===== config.mk =====
export PLATFORM = sky130hd
export DESIGN_NAME = fifo_core
export DESIGN_NICKNAME = d
export VERILOG_FILES = /design/src/rtl/fifo_core.sv
export SDC_FILE = /design/constraint.sdc
export NUM_CORES = 1
export LEC_CHECK = 0
export BUFFER_PORTS_ARGS = -buffer_cell sky130_fd_sc_hd__buf_4
export CORE_UTILIZATION = 43
export CTS_BUF_LIST = sky130_fd_sc_hd__clkbuf_16
export DETAILED_ROUTE_END_ITERATION = 7
export PLACE_DENSITY = 0.67
export SETUP_SLACK_MARGIN = 0.1
export SYNTH_ARGS = -nofsm -noshare
export SYNTH_HDL_FRONTEND = slang
export SYNTH_SLANG_ARGS = --single-unit

===== constraint.sdc =====
create_clock -name clk -period 11.9 [get_ports clk]
set_clock_uncertainty 0.1 [all_clocks]
set_input_delay 1.19 -clock clk [delete_from_list [all_inputs] [get_ports clk]]
set_output_delay 1.19 -clock clk [all_outputs]
set_load 0.02 [all_outputs]

===== src/rtl/fifo_core.sv =====
// First-word-fall-through synchronous FIFO with valid/ready handshakes on both sides.
// The MSB of each pointer is a wrap flag, so full and empty come straight from the pointers.
module fifo_core #(
   parameter int DATA_W    = 32,
   parameter int DEPTH     = 16,
   parameter int AFULL_THR = 12
) (
   input  logic                       clk,
   input  logic                       rst_n,
   input  logic [DATA_W-1:0]          data_in,
   input  logic                       data_in_vld,
   output logic                       data_in_rdy,
   output logic [DATA_W-1:0]          data_out,
   output logic                       data_out_vld,
   input  logic                       data_out_rdy,
   output logic [$clog2(DEPTH):0]     fill_level,
   output logic                       almost_full
);

   localparam int AW = $clog2(DEPTH);
   localparam int PW = AW + 1;

   logic [DATA_W-1:0] mem [DEPTH];
   logic [PW-1:0]     wr_ptr_reg;
   logic [PW-1:0]     rd_ptr_reg;
   logic [PW-1:0]     fill_reg;
   logic [PW-1:0]     fill_next;
   logic              afull_reg;
   logic              empty;
   logic              full;
   logic              push;
   logic              pop;

   assign empty = (wr_ptr_reg == rd_ptr_reg);
   assign full  = (wr_ptr_reg[AW-1:0] == rd_ptr_reg[AW-1:0]) &&
                  (wr_ptr_reg[AW] != rd_ptr_reg[AW]);

   // Held low while reset is asserted so upstream never sees a ready during reset.
   assign data_in_rdy  = rst_n && !full;
   assign data_out_vld = !empty;
   assign data_out     = data_out_vld ? mem[rd_ptr_reg[AW-1:0]] : '0;

   assign push = data_in_vld && data_in_rdy;
   assign pop  = data_out_vld && data_out_rdy;

   always_comb begin
      fill_next = fill_reg;
      if (push && !pop) begin
         fill_next = fill_reg + PW'(1);
      end else if (pop && !push) begin
         fill_next = fill_reg - PW'(1);
      end
   end

   always_ff @(posedge clk) begin
      if (push) begin
         mem[wr_ptr_reg[AW-1:0]] <= data_in;
      end
   end

   // almost_full tracks the next fill level so both flip together on the same edge.
   always_ff @(posedge clk or negedge rst_n) begin
      if (!rst_n) begin
         wr_ptr_reg <= '0;
         rd_ptr_reg <= '0;
         fill_reg   <= '0;
         afull_reg  <= 1'b0;
      end else begin
         if (push) begin
            wr_ptr_reg <= wr_ptr_reg + PW'(1);
         end
         if (pop) begin
            rd_ptr_reg <= rd_ptr_reg + PW'(1);
         end
         fill_reg  <= fill_next;
         afull_reg <= (fill_next >= PW'(AFULL_THR));
      end
   end

   assign fill_level  = fill_reg;
   assign almost_full = afull_reg;

endmodule


# Yosys cells after proc, flatten, opt, wreduce, memory -nomap -nowiden
# Memories as Yosys holds them, arrays and structs flattened.
# Index checks and enable logic that the tools add are counted.
dict set report word_totals {
  mem_bits_rw 512
  n_memories 1
  reg_bits 16
  output_inout_bits 40
  inputBits 36
  word_cells 28
}
dict set report op_classes {
  n_reduce_logical 10
  mux 5
  addsub 4
  eq_ne 3
  magnitude_cmp 1
}
# name depth word_bits read_ports rd_ports_with_merged_regs write_ports line_no
set memory_table {}
lappend memory_table {mem 16 32 1 0 1 23} ;# logic [DATA_W-1:0] mem [DEPTH];
# op n
set op_table {}
lappend op_table {{$mux 32} 1}
lappend op_table {{$add 5x1->5 const B} 3}
lappend op_table {{$mux 5} 2}
lappend op_table {{$logic_and 1x1->1} 6}
lappend op_table {{$eq 5x5->1} 1}
lappend op_table {{$ge 5x4->1 const B} 1}
lappend op_table {{$sub 5x1->5 const B} 1}
lappend op_table {{$eq 4x4->1} 1}
lappend op_table {{$logic_not 1->1} 4}
lappend op_table {{$mux 1} 2}
lappend op_table {{$ne 1x1->1} 1}

# Depth between registers and ports, before layout
dict set report logic_depth {
  depth_word 10
  ltp_mapped 8
  mapped_depth_nobuf 7
}

# Worst setup path before layout
# No wires, ideal clock.
dict set report synth_timing {
  kind {input-to-reg}
  from {input data_in_vld}
  to {memory mem[0][0] (enable)}
  t_required_ns 11.339
  n_path_buf 1
  setup_ns 0.461
  cell_stages 5
  arrival_time_ns 4.060
  path_slack_ns 7.279
  path_cell_list {and2_1 -> o21a_1 -> buf_2 -> nand2_1 -> nor3_1}
}
dict set report synth_via {
  elab_chain_cells 3
}
# item line_no
set synth_lines {}
lappend synth_lines {{from (decl)} 11} ;# input logic data_in_vld,
lappend synth_lines {{$logic_and 1x1->1} 43} ;# assign push = data_in_vld && data_in_rdy;
lappend synth_lines {{$mux 1} 56} ;# if (push) begin
lappend synth_lines {{$mux 1 (not written as such)} 57} ;# mem[wr_ptr_reg[AW-1:0]] <= data_in;
lappend synth_lines {{to (decl)} 23}
# Every way passes these cells.

# Worst setup path in the final report
dict set report layout_timing {
  from {register rd_ptr_reg[0]}
  to {output data_out[1]}
}
dict set report layout_via {
  elab_chain_cells 2
  elab_cells_between_ends 3
  classes_between {eq/ne: 1; mux: 1; memory: 1}
}
# item line_no
set layout_lines {}
lappend layout_lines {{from (decl)} 25} ;# logic [PW-1:0] rd_ptr_reg;
lappend layout_lines {{from (signal assigned)} 73} ;# rd_ptr_reg <= rd_ptr_reg + PW'(1);
lappend layout_lines {{$mem_v2 16x32 or $eq 5x5->1 (tied branches)} -}
lappend layout_lines {{$mux 32 *} 41} ;# assign data_out = data_out_vld ? mem[rd_ptr_reg[AW-1:0]] : '0;
lappend layout_lines {{to (decl)} 13} ;# output logic [DATA_W-1:0] data_out,
# Every way passes the cells marked *; elsewhere a longest branch is shown, timed or not.

==> results.json <==
{
  "min_period_ns": 5.382,
  "postSynthCellCount": 864,
  "worstPathArrival_ns": 4.09,
  "crit_required_ns": 10.61,
  "n_fill_cell": 3641,
  "power.density_nw_per_um2": 236.7,
  "layoutNonFillerInstCount": 1624,
  "root_buffer": "clkbuf_16",
  "grt_pass1_vias": 9475,
  "wl_um": 42640,
  "synth_edf_count": 512,
  "use_met3_pct": 3.078,
  "io_pins": 76,
  "ctsHoldBuffers": 0,
  "fp.dieW_um": 220.1,
  "synth_seq_area_share_pct": 77.14,
  "die_y_um": 220.1,
  "fin_crit_sh_pct": 45.22,
  "total_leakage_power_uw": 0.007527,
  "io_buffers": 75,
  "finalSetupTns_ns": 0,
  "endpoint_kind": "output port",
  "r2r_cells": 6,
  "clk_latency_ns": 0.59,
  "slew_violations": 0,
  "syn2layout_area_growth_pct": 15.01,
  "antenna_found_initial": 0,
  "cts_sinks": 528,
  "critPathKind": "reg -> out",
  "cp_max_fo": 34,
  "syn_area_um2": 20450,
  "ys_ff_latch": 528,
  "grt_max_degree": 72,
  "cts_resized": 0,
  "ant_nets": 0,
  "largest_register_ffs": 512,
  "dpl.cell_count": 1527,
  "post_drt_via_cell_ratio": 5.618,
  "rsz0062_at_grt": "no",
  "layout.nets": 1018,
  "htreeDepth": 2,
  "synth_area_per_cell_um2": 23.67,
  "top_usage_layer": "met2",
  "synth_nets": 907,
  "hpwlAfterDp_um": 21780,
  "clock_path_buffers": 3,
  "worstMarginPinSlew_ns": 1.224,
  "synth_ff_type": "edfxtp_1",
  "finalPower_uw": 5567,
  "final_layout_size_suffix_gt1_share_pct": 34.55,
  "post_drt_wl_per_cell_um": 26.26,
  "violations": "design-rule violations",
  "row_count": 79,
  "dieArea_um2": 48440,
  "route.vias.total": 9123,
  "first_pass_iters": 8,
  "ir_worst_vdd_v": 0.0001462,
  "grt.total_usage_pct": 18.38,
  "worstSetupStartpointType": "register",
  "max_slew_margin_pct": 17.94,
  "gp_congestion": 0.7135,
  "async_flop_share_pct": 3.030,
  "fmax_mhz": 185.8,
  "yosysUniqueCellTypes": 38,
  "postPlaceCellArea_um2": 21860,
  "cts_buffers": 53,
  "coreArea_um2": 46750,
  "status": "finished, violations left",
  "ys.warnings.count": 0,
  "setup_viol": 0,
  "global_route.usage.met1_pct": 25.75,
  "grt_first_pass_wirelength_um": 63020,
  "grt-ovfl-total": 0,
  "finalHoldViolations": 0,
  "met2_usage_pct": 29.55,
  "hold_class": "in -> async",
  "cts_setup_buffers": 0,
  "maxCapViolations": 0,
  "cts_tree": "done",
  "path_clk_slew_ns": 0.06,
  "drtIter0Drc": 924,
  "drc": 14,
  "fin_area_um2": 23520,
  "start_util_pct": 43.74,
  "utilization_pct": 50.31
}
[cell usage after synthesis (2+ instances only)]
cell / n / area (um2)
buf_4: 11 / 82.58
inv_1: 6 / 22.52
a21oi_1: 3 / 15.01
edfxtp_1: 512 / 15370
buf_1: 5 / 18.77
nand4_1: 2 / 12.51
buf_2: 8 / 40.04
mux4_2: 160 / 3603
ha_1: 7 / 87.58
clkbuf_1: 19 / 71.32
nand3_1: 4 / 20.02
nor2b_1: 33 / 206.5
o21ai_0: 2 / 10.01
dfrtp_1: 16 / 400.4
and2_1: 2 / 12.51
nor3_1: 5 / 25.02
nand2_1: 14 / 52.55
xor2_1: 6 / 52.55
mux2i_1: 2 / 20.02
xnor2_1: 12 / 105.1
nand2b_1: 4 / 25.02
nor2_1: 15 / 56.30
[worst paths after layout]
path                               start       endpoint  slack (ns)
max                        rd_ptr_reg[0]    data_out[1]        6.52
max in group asynchronous          rst_n  rd_ptr_reg[1]       11.11
min                                rst_n  rd_ptr_reg[0]        0.36
max reg2reg                rd_ptr_reg[1]     mem[0][20]        7.49
min reg2reg                wr_ptr_reg[4]  wr_ptr_reg[4]        0.43
min in group clk           wr_ptr_reg[4]  wr_ptr_reg[4]        0.43
[worst max-delay path, cell delays in order (launching register included)]
cell and delay [ns]:
dfrtp_4 0.76, buf_4 0.59, buf_4 0.67, mux4_2 0.59
mux4_2 0.48, nor2b_1 0.15, buf_4 0.18
[stage by stage]
stage          hold WS [ns]  setup slack, ns
2_1_floorplan        0.3977            7.279
3_3_place_gp         0.4121            7.036
3_5_place_dp         0.4208            6.997
4_1_cts              0.3418            6.356
5_1_grt              0.3639            6.208
6_report             0.3613            6.519
[layout make-up]
type	count	area (um2)	area share, %
diodes	1	2.502	0.01064
clock buffers	53	1326	5.639
clock inverters	43	326.6	1.388
inverters	6	22.52	0.09575
multi-input cells	286	4547	19.33
flip-flops and latches	528	15790	67.11
well taps	607	759.5	3.229
repair buffers	100	750.7	3.192
[cell usage in the layout, fill, tap and decap left out, types with 5 or more instances in the layout]
cell type / Yosys / layout
edfxtp_1: 512 / 512
mux4_2: 160 / 160
buf_4: 11 / 100
clkbuf_16: 0 / 53
nor2b_1: 33 / 33
inv_1: 6 / 20
nand2_1: 14 / 14
clkinv_1: 0 / 14
nor2_4: 0 / 13
xnor2_1: 12 / 12
dfrtp_1: 16 / 12
ha_1: 7 / 7
xor2_1: 6 / 6
clkinv_2: 0 / 5
[routing by layer]
metal,routed length (um),share of wire (%),vias to the layer above
met4,1024,2.4,0
met3,2304,5.4,67
met1,18120,42,4940
met5,0,0,-
met2,21190,50,256
li1,-,-,3860
[power breakdown]
part | total [uW] | switching (uW) | internal [uW]
registers | 2280 | 125 | 2160
clock network | 1580 | 685 | 899
logic | 1700 | 843 | 856
total | 5570 | 1650 | 3910
[cell families (layout without fill, tap and decap cells)]
group / Yosys count / in the layout / synth area share, %
AOI/OAI and AO/OA: 14 / 14 / 0.5017
xor gates and xnor gates: 18 / 18 / 0.7709
adders and majority gates: 7 / 7 / 0.4282
buffers and inverters: 50 / 202 / 1.205
DFF: 528 / 528 / 77.14
muxes: 162 / 162 / 17.72
other: 0 / 1 / 0
and+or+nand+nor: 85 / 85 / 2.239
(Power assumes the default switching activity.)
